===== config.mk =====
export PLATFORM = sky130hd
export DESIGN_NAME = cby_param_shadow_ccff
export DESIGN_NICKNAME = d
export VERILOG_FILES = /design/src/rtl/cby_param_shadow_ccff.sv
export SDC_FILE = /design/constraint.sdc
export NUM_CORES = 1
export LEC_CHECK = 0
export ABC_AREA = 1
export BUFFER_PORTS_ARGS = -buffer_cell sky130_fd_sc_hd__buf_4
export CORE_MARGIN = 5
export CORE_UTILIZATION = 54
export CTS_CLUSTER_SIZE = 14
export DETAILED_ROUTE_END_ITERATION = 16
export PLACE_DENSITY = 0.79
export RECOVER_POWER = 25
export SYNTH_ARGS = -nofsm -noshare
export SYNTH_HDL_FRONTEND = slang
export SYNTH_SLANG_ARGS = --single-unit

===== constraint.sdc =====
create_clock -name prog_clk -period 1.55 [get_ports prog_clk]
set_clock_uncertainty 0.05 [all_clocks]
set_input_delay 0.31 -clock prog_clk [delete_from_list [all_inputs] [get_ports prog_clk]]
set_output_delay 0.31 -clock prog_clk [all_outputs]
set_load 0.02 [all_outputs]

===== src/rtl/cby_param_shadow_ccff.sv =====
// -----------------------------------------------------------------------------
// cby_param_shadow_ccff
//
// Connection block Y. The vertical channel passes straight through this block.
// NUM_IPIN programmable muxes tap the channel and drive the grid input pins.
//
// The routing configuration arrives on the ccff scan chain and is double
// buffered. Shifting fills a shadow register and never changes the live
// routing. A commit copies the shadow register into the active register in a
// single edge, so the fabric can keep running while it is reprogrammed.
//
// A commit is accepted only when exactly TOTAL bits were shifted since the
// last commit or reset. A rejected commit leaves the routing as it was and
// raises cfg_err.
//
// Ports
//   prog_clk          configuration clock
//   pReset            asynchronous reset, active low
//   chany_bottom_in   tracks entering from below        [CHAN_W]
//   chany_top_in      tracks entering from above        [CHAN_W]
//   chany_bottom_out  tracks leaving downward (= top_in)    [CHAN_W]
//   chany_top_out     tracks leaving upward (= bottom_in)  [CHAN_W]
//   ccff_head         serial configuration data in
//   ccff_shift_en     shift the chain this cycle
//   ccff_commit       request a shadow-to-active transfer
//   ccff_tail         serial configuration data out, to the next block
//   ipin_out          mux outputs to the grid pins      [NUM_IPIN]
//   cfg_count         bits shifted since the last commit or reset [CNT_W]
//   cfg_valid         an active configuration is loaded
//   cfg_err           the last commit was rejected
// -----------------------------------------------------------------------------
module cby_param_shadow_ccff #(
   parameter  int unsigned CHAN_W   = 11,
   parameter  int unsigned NUM_IPIN = 8,
   parameter  int unsigned TAPS     = 3,
   parameter  int unsigned STRIDE   = 5,
   localparam int unsigned M        = 2 * TAPS,
   localparam int unsigned SEL_W    = (M > 1) ? $clog2(M) : 1,
   localparam int unsigned TOTAL    = NUM_IPIN * SEL_W,
   localparam int unsigned CNT_W    = $clog2(TOTAL + 2)
) (
   input  logic                prog_clk,
   input  logic                pReset,
   input  logic [CHAN_W-1:0]   chany_bottom_in,
   input  logic [CHAN_W-1:0]   chany_top_in,
   output logic [CHAN_W-1:0]   chany_bottom_out,
   output logic [CHAN_W-1:0]   chany_top_out,
   input  logic                ccff_head,
   input  logic                ccff_shift_en,
   input  logic                ccff_commit,
   output logic                ccff_tail,
   output logic [NUM_IPIN-1:0] ipin_out,
   output logic [CNT_W-1:0]    cfg_count,
   output logic                cfg_valid,
   output logic                cfg_err
);

   localparam logic [CNT_W-1:0] CNT_FULL = CNT_W'(TOTAL);
   localparam logic [CNT_W-1:0] CNT_SAT  = CNT_W'(TOTAL + 1);

   logic [TOTAL-1:0] r_shadow;
   logic [TOTAL-1:0] r_active;
   logic [CNT_W-1:0] r_count;
   logic             r_valid;
   logic             r_err;

   logic             w_commit_ok;
   logic [CNT_W-1:0] w_count_next;

   // ---------------------------------------------------------------------------
   // Channel pass-through
   // ---------------------------------------------------------------------------
   assign chany_top_out    = chany_bottom_in;
   assign chany_bottom_out = chany_top_in;

   // ---------------------------------------------------------------------------
   // Commit check and bit counter
   // ---------------------------------------------------------------------------
   // The commit decision uses the count held before this edge. A shift on the
   // same edge therefore cannot turn a bad commit into a good one.
   assign w_commit_ok = ccff_commit && (r_count == CNT_FULL);

   always_comb begin
      w_count_next = r_count;
      if (ccff_commit) begin
         // The commit clears the count. A shift on the same edge is the
         // first bit of the next load.
         w_count_next = ccff_shift_en ? CNT_W'(1) : '0;
      end else if (ccff_shift_en && (r_count != CNT_SAT)) begin
         w_count_next = r_count + CNT_W'(1);
      end
   end

   always_ff @(posedge prog_clk or negedge pReset) begin
      if (!pReset) begin
         r_count <= '0;
      end else begin
         r_count <= w_count_next;
      end
   end

   // ---------------------------------------------------------------------------
   // Shadow chain
   // ---------------------------------------------------------------------------
   // This loop form also works for TOTAL == 1, where a concatenation shift
   // would need an empty slice.
   always_ff @(posedge prog_clk or negedge pReset) begin
      if (!pReset) begin
         r_shadow <= '0;
      end else if (ccff_shift_en) begin
         r_shadow[0] <= ccff_head;
         for (int unsigned k = 1; k < TOTAL; k++) begin
            r_shadow[k] <= r_shadow[k-1];
         end
      end
   end

   // The tail comes straight from a flop, so the chain moves one bit per cycle.
   assign ccff_tail = r_shadow[TOTAL-1];

   // ---------------------------------------------------------------------------
   // Active configuration and status
   // ---------------------------------------------------------------------------
   always_ff @(posedge prog_clk or negedge pReset) begin
      if (!pReset) begin
         r_active <= '0;
         r_valid  <= 1'b0;
         r_err    <= 1'b0;
      end else if (ccff_commit) begin
         if (w_commit_ok) begin
            r_active <= r_shadow;
            r_valid  <= 1'b1;
            r_err    <= 1'b0;
         end else begin
            r_err    <= 1'b1;
         end
      end
   end

   assign cfg_count = r_count;
   assign cfg_valid = r_valid;
   assign cfg_err   = r_err;

   // ---------------------------------------------------------------------------
   // Input-pin muxes
   // ---------------------------------------------------------------------------
   // Each pin has a tap vector padded to 2**SEL_W entries. A select value of M
   // or more lands on a constant-zero entry, so an out-of-range select needs
   // no separate compare.
   for (genvar gi = 0; gi < NUM_IPIN; gi++) begin : g_pin
      logic [(1<<SEL_W)-1:0] w_taps;
      logic [SEL_W-1:0]      w_sel;

      assign w_sel = r_active[gi*SEL_W +: SEL_W];

      for (genvar gk = 0; gk < (1 << SEL_W); gk++) begin : g_tap
         if (gk < M) begin : g_live
            localparam int unsigned T = (gi + (gk / 2) * STRIDE) % CHAN_W;
            if ((gk % 2) == 1) begin : g_top
               assign w_taps[gk] = chany_top_in[T];
            end else begin : g_bot
               assign w_taps[gk] = chany_bottom_in[T];
            end
         end else begin : g_dead
            assign w_taps[gk] = 1'b0;
         end
      end

      assign ipin_out[gi] = r_valid & w_taps[w_sel];
   end

endmodule


==> results.ini <==
[timing]
fin_hold_ws_ns=0.149
fmax_mhz=572
setup_viol=8
tightestPinTransition_ns=0.695
rsz0062_at_grt=yes
setup_slack_ns=-0.198
max_slew_margin_pct=53.6
finalCritPeriodShare_pct=113
hold_viol_final=0
drv_slew=0
period_needed_ns=1.75

[logic_synthesis]
synthTopCellsByCount=nand2_1, inv_1, dfrtp_1
syn_nets=415
syn-instance-count=385
synth_area_um2=3010
synth_top_area_share_pct=45.8
synth_edf_count=0
ys_seq_elements=55
synth_most_common_cell=nand2_1
synth-main-ff-cell=dfrtp_1
synth_area_per_cell_um2=7.81
ys_types=23
ys_warn_count=0
ys_seq_area_share_pct=45.8
synth_area_leaders=dfrtp_1, nand2_1, inv_1, o21ai_2, buf_4
synth-async-reset-ratio_pct=100
yosysTopAreaCell=dfrtp_1

[route]
drt_iter0_markers=173
via_per_inst=4.98
routed_wl_um=6320
final_antenna_net_count=0
wl_per_cell_um=12.5
vias=2512
route.detailed.drc=0
dr.pass1.iters=5

[pwr]
p_sw_share_pct=26.1
powerDensity_nw_per_um2=889
seqPwrFrac_pct=49.4
p_leak_uw=0.00180
p_comb_share_pct=15.9
pwr-share-clk_pct=34.6
power_uw=3220
net-switching-power_uw=843
ir_drop_uv=584
p_int_uw=2380

[clock_network]
clk_latency_ns=0.32
clk_pin_slew_ns=0.10
cts_buffers=5
cts_tree=built
h-tree-depth=2
cts_buffer_depth=2
cts_root_buf=clkbuf_8
cts_sinks=55

[setup_path]
crit_type=reg2out
crit_fanout=6
worstPathRequired_ns=1.19
critPathArrivalTime_ns=1.39
crit_path_start_kind=flip-flop
endpoint_kind=output port

[global_routing]
grt_pass1_vias=2542
grt_util_met3_pct=4.91
grt_max_degree=46
grt_pass1_wl_um=10900
grt_antenna_before_repair=0
grtUsageTotal_pct=18.4
grt_use_met1_pct=22.2
grt-ovfl-total=0
grt.met2_usage_pct=31.5
grt.busiest_layer=met2

[status]
violations=negative setup slack
status=complete, but fails checks

[min_path]
hold_path_class=in2reg

[flow_run]
maxCapViolCount=0

[cells_and_area]
syn2layout_area_growth_pct=20.6
antenna_cells=0
final_nets=461
utilization_pct=66.3
drive_above_1_share_pct=31.0
n_fill_cell=460

[placed_design]
place_congestion=0.863
port_buffers=64
place_hpwl_um=4530

[floorplan]
core_um2=5470
initial_core_util_pct=54.9
ioPinCount=65
rows=27
dieHeight_um=84.6
die_area_um2=7160
die_w_um=84.6

-- per-stage QoR --
step	area, µm²	cells	worst slack, ns	setup TNS [ns]
5_1_grt	3630	504	-0.271	-1.91
3_3_place_gp	3400	494	0.110	0
4_1_cts	3570	503	-0.224	-1.38
6_report	3630	504	-0.198	-1.13
2_1_floorplan	3010	385	0.151	0
3_5_place_dp	3400	494	0.111	0
-- cell usage in the layout, fill, tap and decap left out --
| master | n |
|---|---|
| inv_2 | 8 |
| a21oi_2 | 8 |
| nand2_1 | 110 |
| dfrtp_1 | 46 |
| o21a_1 | 1 |
| a21boi_2 | 1 |
| or2_2 | 1 |
| ha_1 | 3 |
| nand4_4 | 1 |
| buf_4 | 63 |
| clkbuf_2 | 1 |
| nand3_1 | 24 |
| nand3_2 | 3 |
| nor2_1 | 5 |
| o21ai_2 | 22 |
| o21ai_1 | 7 |
| a21oi_1 | 3 |
| clkinv_1 | 1 |
| xor2_1 | 1 |
| buf_6 | 3 |
| nand2_2 | 4 |
| clkbuf_8 | 5 |
| nand4_1 | 2 |
| o21ai_0 | 25 |
| dlygate4sd3_1 | 1 |
| a21boi_0 | 1 |
| buf_12 | 2 |
| clkbuf_1 | 1 |
| inv_1 | 67 |
| nor2_4 | 1 |
| bufinv_16 | 2 |
| dfrtp_2 | 9 |
-- metal layers --
metal | vias up | routed length [µm] | part of all wire (%)
met3 | 12 | 458 | 7.3
li1 | 1260 | - | -
met4 | 0 | 113 | 1.8
met5 | - | 0 | 0
met1 | 1159 | 2680 | 42
met2 | 81 | 3060 | 49
-- area by class of cell --
cell class / count / area, µm² / share of cell area (%)
clock inverter: 2 / 60.1 / 1.66
clock buffer: 6 / 72.6 / 2.00
sequential: 55 / 1390 / 38.3
multi-input combinational: 223 / 1170 / 32.2
timing repair buffer: 70 / 562 / 15.5
tap: 72 / 90.1 / 2.48
inverter: 76 / 285 / 7.87
-- worst paths after layout --
| path | start | to | slack [ns] | cells after the start |
|---|---|---|---|---|
| setup / recovery | r_active[18] | ipin_out[6] | -0.20 | 7 |
| hold / removal | ccff_head | r_shadow[0] | 0.15 | 3 |
| setup reg to reg | cfg_count[0] | cfg_count[0] | 0.15 | 7 |
| hold reg to reg | r_shadow[11] | r_shadow[12] | 0.45 | 2 |
| max in group asynchronous | pReset | r_active[9] | 0.34 | 3 |
| min in group asynchronous | pReset | r_shadow[23] | 0.51 | 2 |
-- cell families after synthesis --
group	after synthesis	synth area share (%)
AO/OA/AOI/OAI	68	14.4
XOR/XNOR	1	0.291
adder cells (fa/ha/maj)	3	1.25
buffers and inverters	107	17.2
flip-flops	55	45.8
AND/OR/NAND/NOR	151	21.1
-- registers in the layout (all words and copies together) (netlist names) --
| name | cells |
|---|---|
| r_active | 24 |
| cfg_count | 5 |
| cfg_err | 1 |
| cfg_valid | 1 |
| r_shadow | 24 |
-- power by group through the flow --
stage	sequential [µW]	clock, µW	combinational (µW)
floorplan	1620	0	299
global placement	1620	0	486
detailed placement	1620	0	496
CTS	1590	1140	506
global route	1610	1190	577
finish	1590	1120	514
-- worst max-delay path, cell delays in order (launching register included) --
cell	delay, ns
dfrtp_2	0.43
inv_2	0.05
nand2_1	0.07
nand3_1	0.07
nand2_1	0.07
nand2_1	0.07
a21oi_2	0.16
buf_4	0.16
-- repair_timing --
item | in CTS | in global routing
buffers inserted | 0 | 1
endpoints found under the setup margin | 8 | 18
hold endpoints to repair | 26 | 0
pin swaps | 0 | 15
gates resized for setup | 11 | 30
hold buffers | 1 | 0
Note: power is estimated with default switching activity, not from simulation.
